<file path="config.mk">
export PLATFORM = sky130hd
export DESIGN_NAME = led_display_mode_scheduler
export DESIGN_NICKNAME = d
export VERILOG_FILES = /design/src/rtl/led_display_mode_scheduler.sv
export SDC_FILE = /design/constraint.sdc
export NUM_CORES = 1
export LEC_CHECK = 0
export BUFFER_PORTS_ARGS = -buffer_cell sky130_fd_sc_hd__buf_2
export CORE_MARGIN = 8
export CORE_UTILIZATION = 55
export DETAILED_ROUTE_END_ITERATION = 8
export PLACE_DENSITY = 0.75
export SETUP_SLACK_MARGIN = 0.4
export SLEW_MARGIN = 0
export SYNTH_ARGS = -nofsm -noshare
export SYNTH_HDL_FRONTEND = slang
export SYNTH_SLANG_ARGS = --single-unit
</file>
<file path="constraint.sdc">
create_clock -name clk_in -period 11.9 [get_ports clk_in]
set_input_delay 2.38 -clock clk_in [delete_from_list [all_inputs] [get_ports clk_in]]
set_output_delay 2.38 -clock clk_in [all_outputs]
set_load 0.02 [all_outputs]
</file>
<file path="src/rtl/led_display_mode_scheduler.sv">
// Mode scheduler for the LED pattern generator: manual or auto-cycled mode selection,
// committed only on frame boundaries, with a watchdog that forces a stalled commit.
module led_display_mode_scheduler #(
  parameter int NUM_ROW_ADDR    = 16,
  parameter int MODE_W          = 4,
  parameter int DWELL_FRAMES    = 60,
  parameter int WATCHDOG_CYCLES = 1_000_000,
  parameter int SIMULATION      = 0
) (
  input  logic                   clk_in,
  input  logic                   n_reset_in,
  input  logic [MODE_W-1:0]      manual_mode_in,
  input  logic                   auto_en_in,
  input  logic [2**MODE_W-1:0]   auto_mask_in,
  input  logic                   row_valid_in,
  input  logic                   row_ready_in,
  input  logic [3:0]             row_address_in,
  output logic [MODE_W-1:0]      mode_out,
  output logic                   mode_change_out,
  output logic [15:0]            frame_count_out,
  output logic                   watchdog_out
);
  localparam int NUM_MODES = 2**MODE_W;
  localparam int DWELL     = (SIMULATION != 0) ? 2  : DWELL_FRAMES;
  localparam int WD_LIM    = (SIMULATION != 0) ? 64 : WATCHDOG_CYCLES;
  localparam int DW_W      = $clog2(DWELL + 1);
  localparam int WD_W      = $clog2(WD_LIM + 1);
  localparam logic [3:0] LAST_ROW = 4'(NUM_ROW_ADDR - 1);

  typedef enum logic [1:0] {MANUAL, AUTO, PENDING} state_t;

  state_t            state, state_nxt;
  logic [DW_W-1:0]   dwell, dwell_nxt;
  logic [WD_W-1:0]   wd_cnt, wd_cnt_nxt;
  logic              fe, commit, wd_fire, changing;
  logic [MODE_W-1:0] commit_mode, next_auto;

  assign fe = row_valid_in & row_ready_in & (row_address_in == LAST_ROW);

  // Walk downward so the closest enabled mode above mode_out wins; the
  // i == NUM_MODES step wraps back to mode_out itself, and an empty mask yields 0.
  always_comb begin
    next_auto = '0;
    for (int i = NUM_MODES; i >= 1; i--) begin
      if (auto_mask_in[mode_out + MODE_W'(i)]) next_auto = mode_out + MODE_W'(i);
    end
  end

  always_comb begin
    state_nxt   = state;
    dwell_nxt   = dwell;
    wd_cnt_nxt  = wd_cnt;
    commit      = 1'b0;
    commit_mode = mode_out;
    wd_fire     = 1'b0;
    unique case (state)
      MANUAL: begin
        if (auto_en_in) begin
          state_nxt = AUTO;
          dwell_nxt = '0;
        end else if (manual_mode_in != mode_out) begin
          state_nxt  = PENDING;
          wd_cnt_nxt = '0;
        end
      end
      AUTO: begin
        // Dropping auto_en beats a same-cycle dwell expiry.
        if (!auto_en_in) begin
          state_nxt = MANUAL;
        end else if (fe) begin
          if (dwell == DW_W'(DWELL - 1)) begin
            dwell_nxt   = '0;
            commit      = 1'b1;
            commit_mode = next_auto;
          end else begin
            dwell_nxt = dwell + DW_W'(1);
          end
        end
      end
      PENDING: begin
        commit_mode = manual_mode_in;
        if (manual_mode_in == mode_out) begin
          state_nxt = MANUAL;
        end else if (fe || wd_cnt == WD_W'(WD_LIM - 1)) begin
          commit    = 1'b1;
          wd_fire   = ~fe;
          state_nxt = MANUAL;
        end else begin
          wd_cnt_nxt = wd_cnt + WD_W'(1);
        end
      end
      default: state_nxt = MANUAL;
    endcase
  end

  // A commit that lands on the current mode (auto search wrapped) restarts dwell silently.
  assign changing = commit & (commit_mode != mode_out);

  always_ff @(posedge clk_in or negedge n_reset_in) begin
    if (!n_reset_in) begin
      state           <= MANUAL;
      dwell           <= '0;
      wd_cnt          <= '0;
      mode_out        <= '0;
      mode_change_out <= 1'b0;
      frame_count_out <= '0;
      watchdog_out    <= 1'b0;
    end else begin
      state           <= state_nxt;
      dwell           <= dwell_nxt;
      wd_cnt          <= wd_cnt_nxt;
      mode_change_out <= changing;
      if (changing) begin
        mode_out        <= commit_mode;
        frame_count_out <= '0;
      end else if (fe && frame_count_out != 16'hFFFF) begin
        frame_count_out <= frame_count_out + 16'd1;
      end
      if (wd_fire) watchdog_out <= 1'b1;
    end
  end
endmodule

</file>
==> impl_metrics.ini <==
[die]
die-area_um2 = 13700
start_util_pct = 55.6
rows = 37
die_x_um = 117
io-pin-count = 51
fp.dieH_um = 117
core_area_um2 = 10100

[setup_path]
cp-end-kind = flip-flop
crit_fanout = 20
cp-start-kind = primary input
crit_start = row_valid_in
reg2reg_depth = 13
reg2reg_from = mode_out[0]
rr_endpoint = mode_out[1]
critPathArrivalTime_ns = 6.00
reg2reg_slack_ns = 6.32
crit_type = in -> reg
critical_path.endpoint = mode_out[1]
required_ns = 12.10

[synthesis]
synth_ff_type = dfrtp_1
syn_area_um2 = 5610
yosys-top-cells-area = dfrtp_1 (22%), mux4_2 (9.6%), mux2i_1 (7.5%)
synth-async-reset-ratio_pct = 100
synth_fp_nets = 691
synth_edf_count = 0
ys_seq_elements = 50
synth_top_area_share_pct = 22.3
synth.avg_cell_area_um2 = 8.65
yosysTopAreaCell = dfrtp_1
yosys_warnings = 0
ys_seq_area_share_pct = 22.3
syn_inst = 649
yosysUniqueCellTypes = 70

[power_and_ir_drop]
p_sw_w = 0.000546
powerDensity_nw_per_um2 = 179
leakagePower_nw = 2.55
combPwrFrac_pct = 72.0
p_int_w = 0.000527
seq_power_share_pct = 18.6
swShare_pct = 50.9
power_frac_clock_pct = 9.3
ir_drop_mv = 0.0890

[clock_tree]
cts_setup_buffers = 0
holdBufCountCts = 0
cts-buffers-inserted = 5
clkLatencyLatePin_ns = 0.30
cts_max_level = 2
cts_sinks = 50
cts_resized = 0
clk_path_buf_depth = 2
cts_tree = built
cts.root.buffer_cell = clkbuf_8
clk_pin_slew_ns = 0.10

[drt]
routed_wl_um = 15900
drt-pass1-iter-count = 5
drc_errors = 0
dr.first_iter.drc_count = 536
avgRoutedWirePerCell_um = 19.4
vias_per_cell = 6.57
vias = 5364
drtAntennaViolNets = 0

[job]
max-cap-violations = 0

[grt]
grt_start_max_net_pins = 51
grt_pass1_wl_um = 25900
antenna_found_initial = 0
grt_overflow_total = 0
grt_use_total_pct = 23.8
grt_pass1_vias = 5123

[min_path]
hold_class = reg -> reg

[finish]
nets = 722
stdcell_area_um2 = 5990
syn2layout_area_growth_pct = 6.76
drive_gt1_share_pct = 19.4
post-route-util_pct = 59.4
num_antenna_cells = 0

[sta]
tns_ns = 0
setup_viol = 0
report.final.slew_viol_count = 0
hold_violations = 0
tightest_slew_ns = 1.24
fin_crit_ns = 5.80
rsz0062_at_grt = false
period_share_pct = 48.8
timing.fmax_ghz = 0.172
skew_ns = 0.00758
worst_hold_slack_ns = 0.472
worst_slack_ns = 6.10
relSlewSlack_pct = 17.1

[run_status]
status = finished, final reports clean

[placed_design]
postPlaceCellArea_um2 = 5910
io_buffers = 50
hpwl_um = 12100
gp_congestion = 0.948
pre_cts_ws_ns = 5.85
## cells in the mapped netlist, types with 9 or more instances
master    count
buf_2        11
ha_1         13
o21ai_0      25
nand2_1      61
and3_1       12
mux2_2       30
inv_1        22
xor2_1       24
nand4_1      11
mux2i_1      42
a21oi_1      24
mux4_2       24
nor2_1       64
nand3_1      37
xnor2_1      24
nor3_1       15
clkbuf_1     16
dfrtp_1      50
o211ai_1      9
## stage by stage
stage	total power, W	instances
4_1_cts	0.00106	816
3_5_place_dp	0.000954	809
6_report	0.00107	816
2_1_floorplan	0.000784	649
5_1_grt	0.00115	816
3_3_place_gp	0.000948	809
## worst min path at each step
| stage | from | to | slack (ns) | cells past startpoint |
|---|---|---|---|---|
| 3_5_place_dp | watchdog_out | watchdog_out | 0.45 | 1 |
| 2_1_floorplan | dwell[5] | dwell[5] | 0.44 | 1 |
| 4_1_cts | watchdog_out | watchdog_out | 0.48 | 1 |
| 5_1_grt | dwell[5] | dwell[5] | 0.49 | 1 |
| 3_3_place_gp | watchdog_out | watchdog_out | 0.45 | 1 |
| 6_report | watchdog_out | watchdog_out | 0.47 | 1 |
## power groups by stage
stage	combinational (W)	clock, W	sequential, W
floorplan	0.000577	0	0.000208
global placement	0.000746	0	0.000202
detailed placement	0.000751	0	0.000203
CTS	0.000755	0.000102	0.000199
global route	0.000837	0.000111	0.000202
finish	0.000773	0.000100	0.000200
## per-layer routing
layer / wire [um] / GRT usage (%) / up-vias
met5: 0 / 0 / -
met1: 6960 / 32.0 / 2596
met3: 1270 / 4.87 / 44
met2: 7090 / 37.2 / 239
li1: - / - / 2485
met4: 546 / 8.70 / 0
## area by class of cell
type / instances / area (um2)
Clock buffer: 5 / 68.8
Clock inverter: 2 / 15.0
Fill cell: 945 / 4100
Inverter: 23 / 86.3
Multi-Input combinational cell: 543 / 4100
Sequential cell: 50 / 1250
Tap cell: 136 / 170
Timing Repair Buffer: 57 / 303
## cell usage in the layout, fill, tap and decap left out, drive strengths merged, types with 4 or more instances in the layout
master / instances
o22ai: 7
a21boi: 4
o2111ai: 4
a22o: 4
dfrtp: 50
or3: 6
a21oi: 25
o31ai: 5
a21o: 4
a211oi: 6
and2: 7
o211ai: 9
ha: 13
buf: 57
nand3: 37
nor2: 64
o21ai: 25
clkbuf: 5
xor2: 24
nand2: 61
and3: 12
nand2b: 7
nor2b: 8
mux2: 30
o22a: 4
mux2i: 42
or2: 5
mux4: 25
a31oi: 8
xnor2: 25
nand4: 11
nor3: 15
nor4: 4
inv: 23
## cell families after synthesis
group	Yosys count	share of synthesized area, %
xor+xnor	49	7.78
mux	97	23.6
compound gates	136	17.3
flops	50	22.3
fa+ha+maj	13	2.90
simple gates	248	21.3
buf+inv	56	4.79
## state kept, by name, indices dropped and copies added, names as in the netlist
register and cells:
watchdog_out 1, dwell 6, frame_count_out 16, mode_change_out 1, mode_out 4, state 2, wd_cnt 20
## critical path, stage by stage
cell and delay [ns]:
buf_2 0.07, nand2_1 0.05, or3_1 0.46, nor3_1 0.89, nand3_1 0.33, or3_1 0.40, nor2_1 0.11, mux2_2 0.16
a21oi_1 0.05, and3b_1 0.23, a21oi_4 0.47, mux2_2 0.39
Note: power is estimated with default switching activity, not from simulation.
